===== config.mk =====
export PLATFORM = sky130hd
export DESIGN_NAME = mem_data_ctrl_sb
export DESIGN_NICKNAME = d
export VERILOG_FILES = /design/src/rtl/mem_data_ctrl_sb.sv
export SDC_FILE = /design/constraint.sdc
export NUM_CORES = 1
export LEC_CHECK = 0
export BUFFER_PORTS_ARGS = -buffer_cell sky130_fd_sc_hd__buf_2
export CAP_MARGIN = 20
export CORE_MARGIN = 4
export CORE_UTILIZATION = 55
export DETAILED_ROUTE_END_ITERATION = 8
export PLACE_DENSITY = 0.77
export SETUP_SLACK_MARGIN = 0.1
export SYNTH_ARGS = -nofsm -noshare
export SYNTH_HDL_FRONTEND = slang
export SYNTH_SLANG_ARGS = --single-unit

===== constraint.sdc =====
create_clock -name clock -period 8.06 [get_ports clock]
set_input_delay 0.806 -clock clock [delete_from_list [all_inputs] [get_ports clock]]
set_output_delay 0.806 -clock clock [all_outputs]
set_load 0.005 [all_outputs]

===== src/rtl/mem_data_ctrl_sb.sv =====
// ============================================================================
//  Module   : mem_data_ctrl_sb
//  Purpose  : MEM-stage data-memory controller with a posted store buffer.
//             Optional store-to-load forwarding is enabled by `define STB_FWD_EN.
//  Revision : 1.0  initial release
// ============================================================================
`default_nettype none

module mem_data_ctrl_sb #(
    parameter int DATA_W   = 32,
    parameter int ADDR_W   = 32,
    parameter int SB_DEPTH = 4
) (
    input  logic                  clock,
    input  logic                  reset,
    input  logic                  cpu_req,
    input  logic                  cpu_we,
    input  logic [ADDR_W-1:0]     cpu_addr,
    input  logic [1:0]            cpu_size,
    input  logic                  cpu_signext,
    input  logic                  cpu_be,
    input  logic [DATA_W-1:0]     cpu_wdata,
    output logic [DATA_W-1:0]     cpu_rdata,
    output logic                  cpu_stall,
    output logic                  exc_adel,
    output logic                  exc_ades,
    output logic                  mem_rd,
    output logic                  mem_wr,
    output logic [ADDR_W-1:0]     mem_addr,
    output logic [DATA_W-1:0]     mem_wdata,
    output logic [DATA_W/8-1:0]   mem_wstrb,
    input  logic [DATA_W-1:0]     mem_rdata,
    input  logic                  mem_ack,
    output logic                  sb_empty
);

    localparam int c_BYTES = DATA_W / 8;
    localparam int c_OFFW  = $clog2(c_BYTES);
    localparam int c_PTRW  = $clog2(SB_DEPTH);

    typedef enum logic [1:0] {
        S_IDLE = 2'd0,
        S_WR   = 2'd1,
        S_RD   = 2'd2,
        S_RESP = 2'd3
    } state_t;

    state_t                r_state;

    logic [ADDR_W-1:0]     r_sb_addr [SB_DEPTH];
    logic [DATA_W-1:0]     r_sb_data [SB_DEPTH];
    logic [c_BYTES-1:0]    r_sb_strb [SB_DEPTH];
    logic [c_PTRW-1:0]     r_rd_ptr;
    logic [c_PTRW-1:0]     r_wr_ptr;
    logic [c_PTRW:0]       r_count;

    logic [c_OFFW-1:0]     w_off;
    logic                  w_misalign;
    logic [3:0]            w_nbytes;
    logic [c_OFFW-1:0]     w_lane;
    logic [15:0]           w_mask16;
    logic [c_BYTES-1:0]    w_strb;
    logic [DATA_W-1:0]     w_wdata_rep;
    logic [ADDR_W-1:0]     w_addr_al;
    logic                  w_load;
    logic                  w_store;
    logic                  w_full;
    logic                  w_pop;
    logic                  w_push;
    logic                  w_fwd_take;
    logic                  w_fwd_done;
    logic [DATA_W-1:0]     w_fwd_data;

    // Shift the selected lanes down, keep the access width and extend.
    function automatic logic [DATA_W-1:0] f_extract(
        input logic [DATA_W-1:0] d,
        input logic [c_OFFW-1:0] lane,
        input logic [1:0]        size,
        input logic              sx
    );
        logic [DATA_W-1:0] sh;
        logic [DATA_W-1:0] mask;
        logic              sign;
        sh = d >> {lane, 3'b000};
        case (size)
            2'd0:    begin mask = DATA_W'(8'hFF);         sign = sh[7];        end
            2'd1:    begin mask = DATA_W'(16'hFFFF);      sign = sh[15];       end
            2'd2:    begin mask = DATA_W'(32'hFFFF_FFFF); sign = sh[31];       end
            default: begin mask = '1;                     sign = sh[DATA_W-1]; end
        endcase
        return (sh & mask) | ((sx && sign) ? ~mask : '0);
    endfunction

    assign w_off     = cpu_addr[c_OFFW-1:0];
    assign w_nbytes  = 4'd1 << cpu_size;
    assign w_addr_al = {cpu_addr[ADDR_W-1:c_OFFW], {c_OFFW{1'b0}}};

    always_comb begin
        case (cpu_size)
            2'd0:    w_misalign = 1'b0;
            2'd1:    w_misalign = cpu_addr[0];
            2'd2:    w_misalign = |cpu_addr[1:0];
            default: w_misalign = (DATA_W == 32) ? 1'b1 : |cpu_addr[2:0];
        endcase
    end

    // Big endian puts byte offset 0 in the most significant lane.
    always_comb begin
        if (cpu_be) begin
            w_lane = c_OFFW'(c_BYTES - int'(w_off) - int'(w_nbytes));
        end else begin
            w_lane = w_off;
        end
    end

    assign w_mask16 = (16'd1 << w_nbytes) - 16'd1;
    assign w_strb   = c_BYTES'(w_mask16) << w_lane;

    always_comb begin
        case (cpu_size)
            2'd0:    w_wdata_rep = {c_BYTES{cpu_wdata[7:0]}};
            2'd1:    w_wdata_rep = {(c_BYTES/2){cpu_wdata[15:0]}};
            2'd2:    w_wdata_rep = {(c_BYTES/4){cpu_wdata[31:0]}};
            default: w_wdata_rep = cpu_wdata;
        endcase
    end

    assign w_load  = cpu_req & ~cpu_we & ~w_misalign;
    assign w_store = cpu_req &  cpu_we & ~w_misalign;
    assign w_full  = (r_count == (c_PTRW+1)'(SB_DEPTH));
    assign w_pop   = (r_state == S_WR) & mem_ack;
    // A full buffer can still take a store in the cycle its head drains.
    assign w_push  = w_store & (~w_full | w_pop);

    assign exc_adel = cpu_req & ~cpu_we & w_misalign;
    assign exc_ades = cpu_req &  cpu_we & w_misalign;

`ifdef STB_FWD_EN
    logic                  r_fwd_done;
    logic                  w_fwd_found;
    logic [c_PTRW-1:0]     w_fwd_idx;
    logic                  w_fwd_hit;

    // Later iterations are younger entries, so the last match wins.
    always_comb begin
        w_fwd_found = 1'b0;
        w_fwd_idx   = '0;
        for (int i = 0; i < SB_DEPTH; i++) begin
            if (((c_PTRW+1)'(i) < r_count) &&
                (r_sb_addr[r_rd_ptr + c_PTRW'(i)][ADDR_W-1:c_OFFW] == cpu_addr[ADDR_W-1:c_OFFW])) begin
                w_fwd_found = 1'b1;
                w_fwd_idx   = r_rd_ptr + c_PTRW'(i);
            end
        end
    end

    assign w_fwd_hit  = w_fwd_found & ((r_sb_strb[w_fwd_idx] & w_strb) == w_strb);
    assign w_fwd_data = f_extract(r_sb_data[w_fwd_idx], w_lane, cpu_size, cpu_signext);
    assign w_fwd_take = w_load & w_fwd_hit & ~r_fwd_done &
                        (r_state != S_RESP) & (r_state != S_RD);
    assign w_fwd_done = r_fwd_done;

    always_ff @(posedge clock) begin
        if (reset) begin
            r_fwd_done <= 1'b0;
        end else begin
            r_fwd_done <= w_fwd_take;
        end
    end
`else
    assign w_fwd_take = 1'b0;
    assign w_fwd_done = 1'b0;
    assign w_fwd_data = '0;
`endif

    assign cpu_stall = (w_store & ~w_push) |
                       (w_load & (r_state != S_RESP) & ~w_fwd_done);
    assign sb_empty  = (r_count == '0) & (r_state != S_WR);

    always_ff @(posedge clock) begin
        if (w_push) begin
            r_sb_addr[r_wr_ptr] <= w_addr_al;
            r_sb_data[r_wr_ptr] <= w_wdata_rep;
            r_sb_strb[r_wr_ptr] <= w_strb;
        end
    end

    always_ff @(posedge clock) begin
        if (reset) begin
            r_rd_ptr <= '0;
            r_wr_ptr <= '0;
            r_count  <= '0;
        end else begin
            if (w_push) begin
                r_wr_ptr <= r_wr_ptr + 1'b1;
            end
            if (w_pop) begin
                r_rd_ptr <= r_rd_ptr + 1'b1;
            end
            case ({w_push, w_pop})
                2'b10:   r_count <= r_count + 1'b1;
                2'b01:   r_count <= r_count - 1'b1;
                default: r_count <= r_count;
            endcase
        end
    end

    always_ff @(posedge clock) begin
        if (reset) begin
            r_state   <= S_IDLE;
            mem_rd    <= 1'b0;
            mem_wr    <= 1'b0;
            mem_addr  <= '0;
            mem_wdata <= '0;
            mem_wstrb <= '0;
            cpu_rdata <= '0;
        end else begin
            case (r_state)
                S_IDLE: begin
                    // Buffered stores always go out before a new load.
                    if (r_count != '0) begin
                        r_state   <= S_WR;
                        mem_wr    <= 1'b1;
                        mem_addr  <= r_sb_addr[r_rd_ptr];
                        mem_wdata <= r_sb_data[r_rd_ptr];
                        mem_wstrb <= r_sb_strb[r_rd_ptr];
                    end else if (w_load & ~w_fwd_done) begin
                        r_state   <= S_RD;
                        mem_rd    <= 1'b1;
                        mem_addr  <= w_addr_al;
                        mem_wstrb <= '0;
                    end
                end
                S_WR: begin
                    if (mem_ack) begin
                        r_state <= S_IDLE;
                        mem_wr  <= 1'b0;
                    end
                end
                S_RD: begin
                    if (mem_ack) begin
                        r_state   <= S_RESP;
                        mem_rd    <= 1'b0;
                        cpu_rdata <= f_extract(mem_rdata, w_lane, cpu_size, cpu_signext);
                    end
                end
                default: begin
                    r_state <= S_IDLE;
                end
            endcase
            if (w_fwd_take) begin
                cpu_rdata <= w_fwd_data;
            end
        end
    end

endmodule

`default_nettype wire


==> Word level (Yosys, flattened, before mapping) <==
Memory sizes are Yosys's and may differ from the RTL's. A register that Yosys moved wholly into a read port is not among the register bits.
Index checks and enable logic that the tools add are counted.
{ "op_classes": {"bitwise_logic": 20, "add_sub_neg": 7, "n_eq_ne": 15, "mux": 34, "n_shift": 4, "reduce_logical": 16} }
{ "op_table": {"columns": ["op", "count"], "rows": [
  ["32-bit two-way mux", 6],
  ["32-bit one-hot mux with 2 select lines", 2],
  ["32-bit bitwise AND", 1],
  ["32-bit inverter", 1],
  ["32-bit bitwise OR", 1],
  ["32-bit by 5-bit right shift with 32-bit output", 1],
  ["2-bit two-way mux", 9],
  ["2-bit != test, second input constant", 6],
  ["1-bit bitwise AND", 11],
  ["1-bit two-way mux", 9],
  ["4-bit two-way mux", 2],
  ["2-bit nonzero test", 4],
  ["2-bit by 1-bit == test with 1-bit output, second input constant", 3],
  ["2-bit == test, second input constant", 3],
  ["1-bit one-hot mux with 2 select lines", 3],
  ["2-bit one-hot mux with 3 select lines", 1],
  ["3-bit one-hot mux with 2 select lines", 1],
  ["2-bit AND reduction", 3],
  ["3-bit AND reduction", 2],
  ["2-bit by 1-bit adder with 2-bit output, second input constant", 2],
  ["2-bit logical NOT", 2],
  ["1-bit inverter", 4],
  ["4-bit AND reduction", 1],
  ["1-bit by 2-bit left shift with 4-bit output, first input constant", 1],
  ["other kinds (16)", 17]
]} }
{ "word_totals": {"ramBits": 264, "elab_cells": 108, "output_inout_bits": 106, "inputBits": 105, "ff_bits": 79, "n_memories": 3} }
{ "memory_table": {"columns": ["memory", "words", "word_bits", "read_ports", "rd_clocked_by_memory_dff", "wr", "line", "rtl"], "rows": [
  ["r_sb_data", 4, 32, 1, 1, 1, "51", "logic [DATA_W-1:0] r_sb_data [SB_DEPTH];"],
  ["r_sb_addr", 4, 30, 1, 1, 1, "50", "logic [ADDR_W-1:0] r_sb_addr [SB_DEPTH];"],
  ["r_sb_strb", 4, 4, 1, 1, 1, "52", "logic [c_BYTES-1:0] r_sb_strb [SB_DEPTH];"]
]} }

==> Depth between registers and ports, before layout <==
{ "logic_depth": {"depth_word": 11, "mapped_depth": 11, "depth_no_buf": 9} }

==> Worst setup path before layout <==
No wires, ideal clock.
{ "synth_path": {"kind": "input -> register", "startpoint": "input cpu_size[0]", "endpoint": "memory r_sb_addr[0][0] (netlist name), enable pin", "path_buffers": 1, "required_time_ps": 7629, "path_slack_ps": 4280, "cell_stages": 5, "arrival_ps": 3349, "setup_ps": 431, "cell_sequence": "buf_1 > o22ai_1 > nand3_1 > a31oi_1 > and2_1"} }
{ "synth_between": {"elab_chain_cells": 7, "elab_cells_between_ends": 9, "classes_between": "eq/ne: 2; mux: 3; bitwise: 3; reduce/logical: 1"} }
{ "synth_rtl": {"columns": ["item", "line", "rtl"], "rows": [
  ["from (decl)", "19", "input logic [1:0] cpu_size,"],
  ["2-bit == test, or another cell as far along", "99", "case (cpu_size)"],
  ["1-bit one-hot mux with 3 select lines *", "99", null],
  ["1-bit inverter *", "129", "assign w_store = cpu_req & cpu_we & ~w_misalign;"],
  ["1-bit bitwise AND *", "129", null],
  ["1-bit bitwise AND *", "133", "assign w_push = w_store & (~w_full | w_pop);"],
  ["1-bit two-way mux *", "181", "if (w_push) begin"],
  ["1-bit two-way mux (not written as such) *", "182", "r_sb_addr[r_wr_ptr] <= w_addr_al;"],
  ["to (decl)", "50", null]
]} }
Mark *: on every way between the ends. The rest lies on a longest branch, timed or not.

==> Worst setup path in the final report <==
{ "layout_path": {"startpoint": "input cpu_size[0]", "endpoint": "register cpu_rdata[18]"} }
{ "layout_between": {"elab_chain_cells": 11, "elab_cells_between_ends": 19, "classes_between": "add/sub: 1; eq/ne: 1; shift: 2; mux: 10; bitwise: 3; reduce/logical: 2"} }
{ "layout_rtl": {"columns": ["item", "line", "rtl"], "rows": [
  ["1-bit by 2-bit left shift with 4-bit output", "95", "assign w_nbytes = 4'd1 << cpu_size;"],
  ["2-bit subtractor", "110", "w_lane = c_OFFW'(c_BYTES - int'(w_off) - int'(w_nbytes));"],
  ["2-bit two-way mux", "109", "if (cpu_be) begin"],
  ["32-bit by 5-bit right shift with 32-bit output", "84", "sh = d >> {lane, 3'b000};"],
  ["1-bit one-hot mux with 2 select lines", "85", "case (size)"],
  ["1-bit two-way mux", "241", "if (mem_ack) begin"],
  ["1-bit two-way mux", "218", "case (r_state)"],
  ["1-bit two-way mux", "209", "if (reset) begin"],
  ["1-bit logical AND", "91", "return (sh & mask) | ((sx && sign) ? ~mask : '0);"],
  ["32-bit two-way mux", "91", null],
  ["32-bit bitwise OR *", "91", null],
  ["to (signal assigned)", "244", "cpu_rdata <= f_extract(mem_rdata, w_lane, cpu_size, cpu_signext);"],
  ["to (signal assigned)", "252", "cpu_rdata <= w_fwd_data;"],
  ["to (decl)", "23", "output logic [DATA_W-1:0] cpu_rdata,"]
]} }
Mark *: on every way between the ends. The rest lies on a longest branch, timed or not. The select of a mux whose other input is x is not followed.
A chain may end at the register's enable or synchronous reset.

==> metrics.md <==
| Metric | Value |
|---|---|
| Setup Crit Path Kind | input pin to register |
| PortBufs | 208 |
| Fraction of registers with async set/reset | 0 |
| Syn Area/Cell | 14.6 µm² |
| Total Power | 5.05 mW |
| Number of flops mapped to enable cells by yosys | 264 |
| Layout cells sized above 1 | 0.298 |
| Fin Setup TNS | 0 ns |
| Drt initial violations | roughly 1,100 |
| Hold Path Class | register to register |
| Uppermost layer routed | met4 |
| Vias in the first global route | 9,728 |
| Drt pass-1 iters | 5 |
| Maxcap violations | 0 |
| Library cells used by synthesis | 50 |
| Clk buf depth | 3 |
| CP max FO | 21 |
| Final setup vio count | 0 |
| Startpoint types | input pin |
| Clock slew at reported path FFs | ~0.060 ns |
| Data arrival, critical path | 4.45 ns |
| Row count | 60 |
| Die width | 174 µm |
| Sequential fraction of the synthesis area | 0.672 |
| Met2 WL | 17,200 µm |
| Initial core utilization | 0.560 |
| Max VDD drop | 0.225 mV |
| Pre-CTS WS | 3.57 ns |
| Max Transition Viols Final | 0 |
| P per Cell Area | 285 nW/µm² |
| Worst setup path start | cpu_size[0] |
| Area Growth Syn to Fin | 17.2% |
| Setup slack after layout | a little over 4 ns |
| Worst reg2reg setup slack | just under 5 ns |
| CTS resizes | 0 |
| Metal3 WL | about 2300 µm |
| Die area | approximately 30,000 µm² |
| ANT cells | 0 |
| Fmax | 0.248 GHz |
| # H-tree levels | 2 |
| CTS tree | yes |
| Total GRT Usage | 0.229 |
| I/O pin count | 211 |
| Worst skew pair latency | 0.51 ns |
| Post-CTS Setup Bufs | 0 |
| Synthesized cell area | 15,100 µm² |
| Placeable Area | 27,000 µm² |
| Vias per cell | 6.01 |
| Crit path time final | 4.04 ns |
| R2R depth | 4 |
| Largest net degree at the start of global routing | 85 |
| Leakage Power | 6.37 nW |
| Num Clock Sinks | 375 |
| Worst R2R Start | r_state[0]$_SDFFE_PP0P_ |
| Drt drc | 0 |
| Gpl congestion | approximately 0.84 |
| Status | finished clean |
| Yosys reg bits | between 300 and 400 |
| RSZ-0062 raised after global routing | false |
| Nets | 1,344 |
| Global-route wire length before repair | approximately 55,000 µm |
| Fin Clk Skew | 0.0195 ns |
| DR vias | roughly 9,600 |
| Root buffer cell | clkbuf_16 |
| Final HPWL DP | roughly 22,000 µm |
| Cell count after synthesis | 1,035 |
| Final ANT Viol Nets | 0 |
| Commonest non-fill, non-tap cell in the layout | edfxtp_1 |
| Top FF cell, synth | edfxtp_1 |
| Final period utilization | 0.501 |
| Grt total ovfl | 0 |
| Met1 Wirelength | 14,000 µm |
| Final wirelength | 34,500 µm |
| Worst Tran Pin Value | approximately 1 ns |
| Initial antenna violation count | 0 |
| Final hold violation count | 0 |
| Hold-fix buffer count after cts | 0 |
| Worst EP required | approximately 8.5 ns |
| DR WL/cell | 21.5 µm |
| Slew HR | 0.332 |
| Synthesis warning total | 0 |
| FF-to-FF End | r_sb_data[2][25]$_DFFE_PP_ |
| Chip height | 174 µm |
| Most frequent cells in the layout | edfxtp_1 (264), buf_2 (207), nand2_1 (126), dfxtp_1 (108), nor2_1 (69) |
| CTS buffer count | 38 |
| Worst setup endpoint | cpu_rdata[18]$_SDFFE_PP0P_ |
| CP Capture Type | register |
state kept, by name, indices dropped and copies added (netlist names), named ones only:
register   cells
r_wr_ptr       2
r_sb_strb     16
mem_addr      30
r_state        2
r_rd_ptr       2
mem_wdata     32
mem_wstrb      4
r_sb_data    128
r_count        3
r_sb_addr    120
mem_rd         1
mem_wr         1
cpu_rdata     32
how the worst min path moves through the flow:
| stage | start | endpoint | depth (start not counted) |
|---|---|---|---|
| 4_1_cts | mem_wdata[13]$_SDFFE_PP0P_ | mem_wdata[13]$_SDFFE_PP0P_ | 2 |
| 3_5_place_dp | mem_wdata[13]$_SDFFE_PP0P_ | mem_wdata[13]$_SDFFE_PP0P_ | 2 |
| 5_1_grt | mem_wdata[16]$_SDFFE_PP0P_ | mem_wdata[16]$_SDFFE_PP0P_ | 2 |
| 2_1_floorplan | cpu_rdata[0]$_SDFFE_PP0P_ | cpu_rdata[0]$_SDFFE_PP0P_ | 2 |
| 3_3_place_gp | mem_wdata[17]$_SDFFE_PP0P_ | mem_wdata[17]$_SDFFE_PP0P_ | 2 |
| 6_report | mem_wdata[13]$_SDFFE_PP0P_ | mem_wdata[13]$_SDFFE_PP0P_ | 2 |
Yosys cell counts, drive strengths merged (5+ instances only):
| library cell | number | area, µm² |
|---|---|---|
| mux2i | 53 | 559 |
| a311oi | 8 | 70.1 |
| a22oi | 13 | 97.6 |
| a311o | 5 | 50.1 |
| mux2 | 7 | 78.8 |
| buf | 18 | 90.1 |
| o21bai | 8 | 60.1 |
| ha | 7 | 87.6 |
| nor2 | 69 | 259 |
| dfxtp | 111 | 2220 |
| a32oi | 7 | 61.3 |
| a31oi | 12 | 75.1 |
| nor3 | 14 | 70.1 |
| mux4 | 66 | 1490 |
| a21oi | 67 | 335 |
| and2 | 6 | 37.5 |
| edfxtp | 264 | 7930 |
| o21ai | 24 | 124 |
| clkbuf | 53 | 199 |
| inv | 10 | 37.5 |
| nand2 | 126 | 473 |
| xnor2 | 5 | 43.8 |
| a211oi | 47 | 353 |
| a22o | 7 | 61.3 |
through the flow:
stage	area, µm²	utilization	hold WS (ns)	std cells
after global routing	17700	0.657	0.476	1601
after floorplan	15100	-	0.453	1036
after global placement	16400	0.609	0.438	1529
after CTS	17700	0.656	0.453	1599
final	17700	0.657	0.450	1601
after detailed placement	16400	0.609	0.445	1530
kinds of logic after synthesis:
group,share of synthesized area
multiplexers,0.141
XOR/XNOR,0.00456
AND/OR/NAND/NOR,0.0619
buffers and inverters,0.0216
flip-flops,0.672
adder cells (fa/ha/maj),0.00713
other,0.000248
AO/OA/AOI/OAI,0.0917
report_power, final:
| group | internal, mW | leakage [nW] | total [mW] | switching, mW |
|---|---|---|---|---|
| Clock | 1.03 | 0.616 | 1.72 | 0.684 |
| Sequential | 2.23 | 3.30 | 2.34 | 0.104 |
| Combinational | 0.425 | 2.46 | 0.999 | 0.574 |
| Total | 3.69 | 6.37 | 5.05 | 1.36 |
critical path, stage by stage:
cell and delay, ns:
buf_2 0.25, nor2_1 0.69, inv_1 0.33, ha_1 0.38, mux2i_2 0.74, and2_1 0.31
nand2_1 0.07, mux2i_1 0.40, o21ai_2 0.22, a211oi_1 0.24
layer usage:
metal,track usage,vias up
met5,0,-
met4,0.0726,0
met3,0.0347,61
met2,0.389,403
met1,0.309,4777
li1,-,4382
cell type report:
cell class / instances / area [µm²]
Clock buffer: 59 / 1170
Clock inverter: 10 / 73.8
Fill cell: 1940 / 9250
Inverter: 10 / 37.5
Multi-Input combinational cell: 580 / 4640
Sequential cell: 375 / 10200
Tap cell: 341 / 427
Timing Repair Buffer: 226 / 1200
Note: power is estimated with default switching activity, not from simulation.
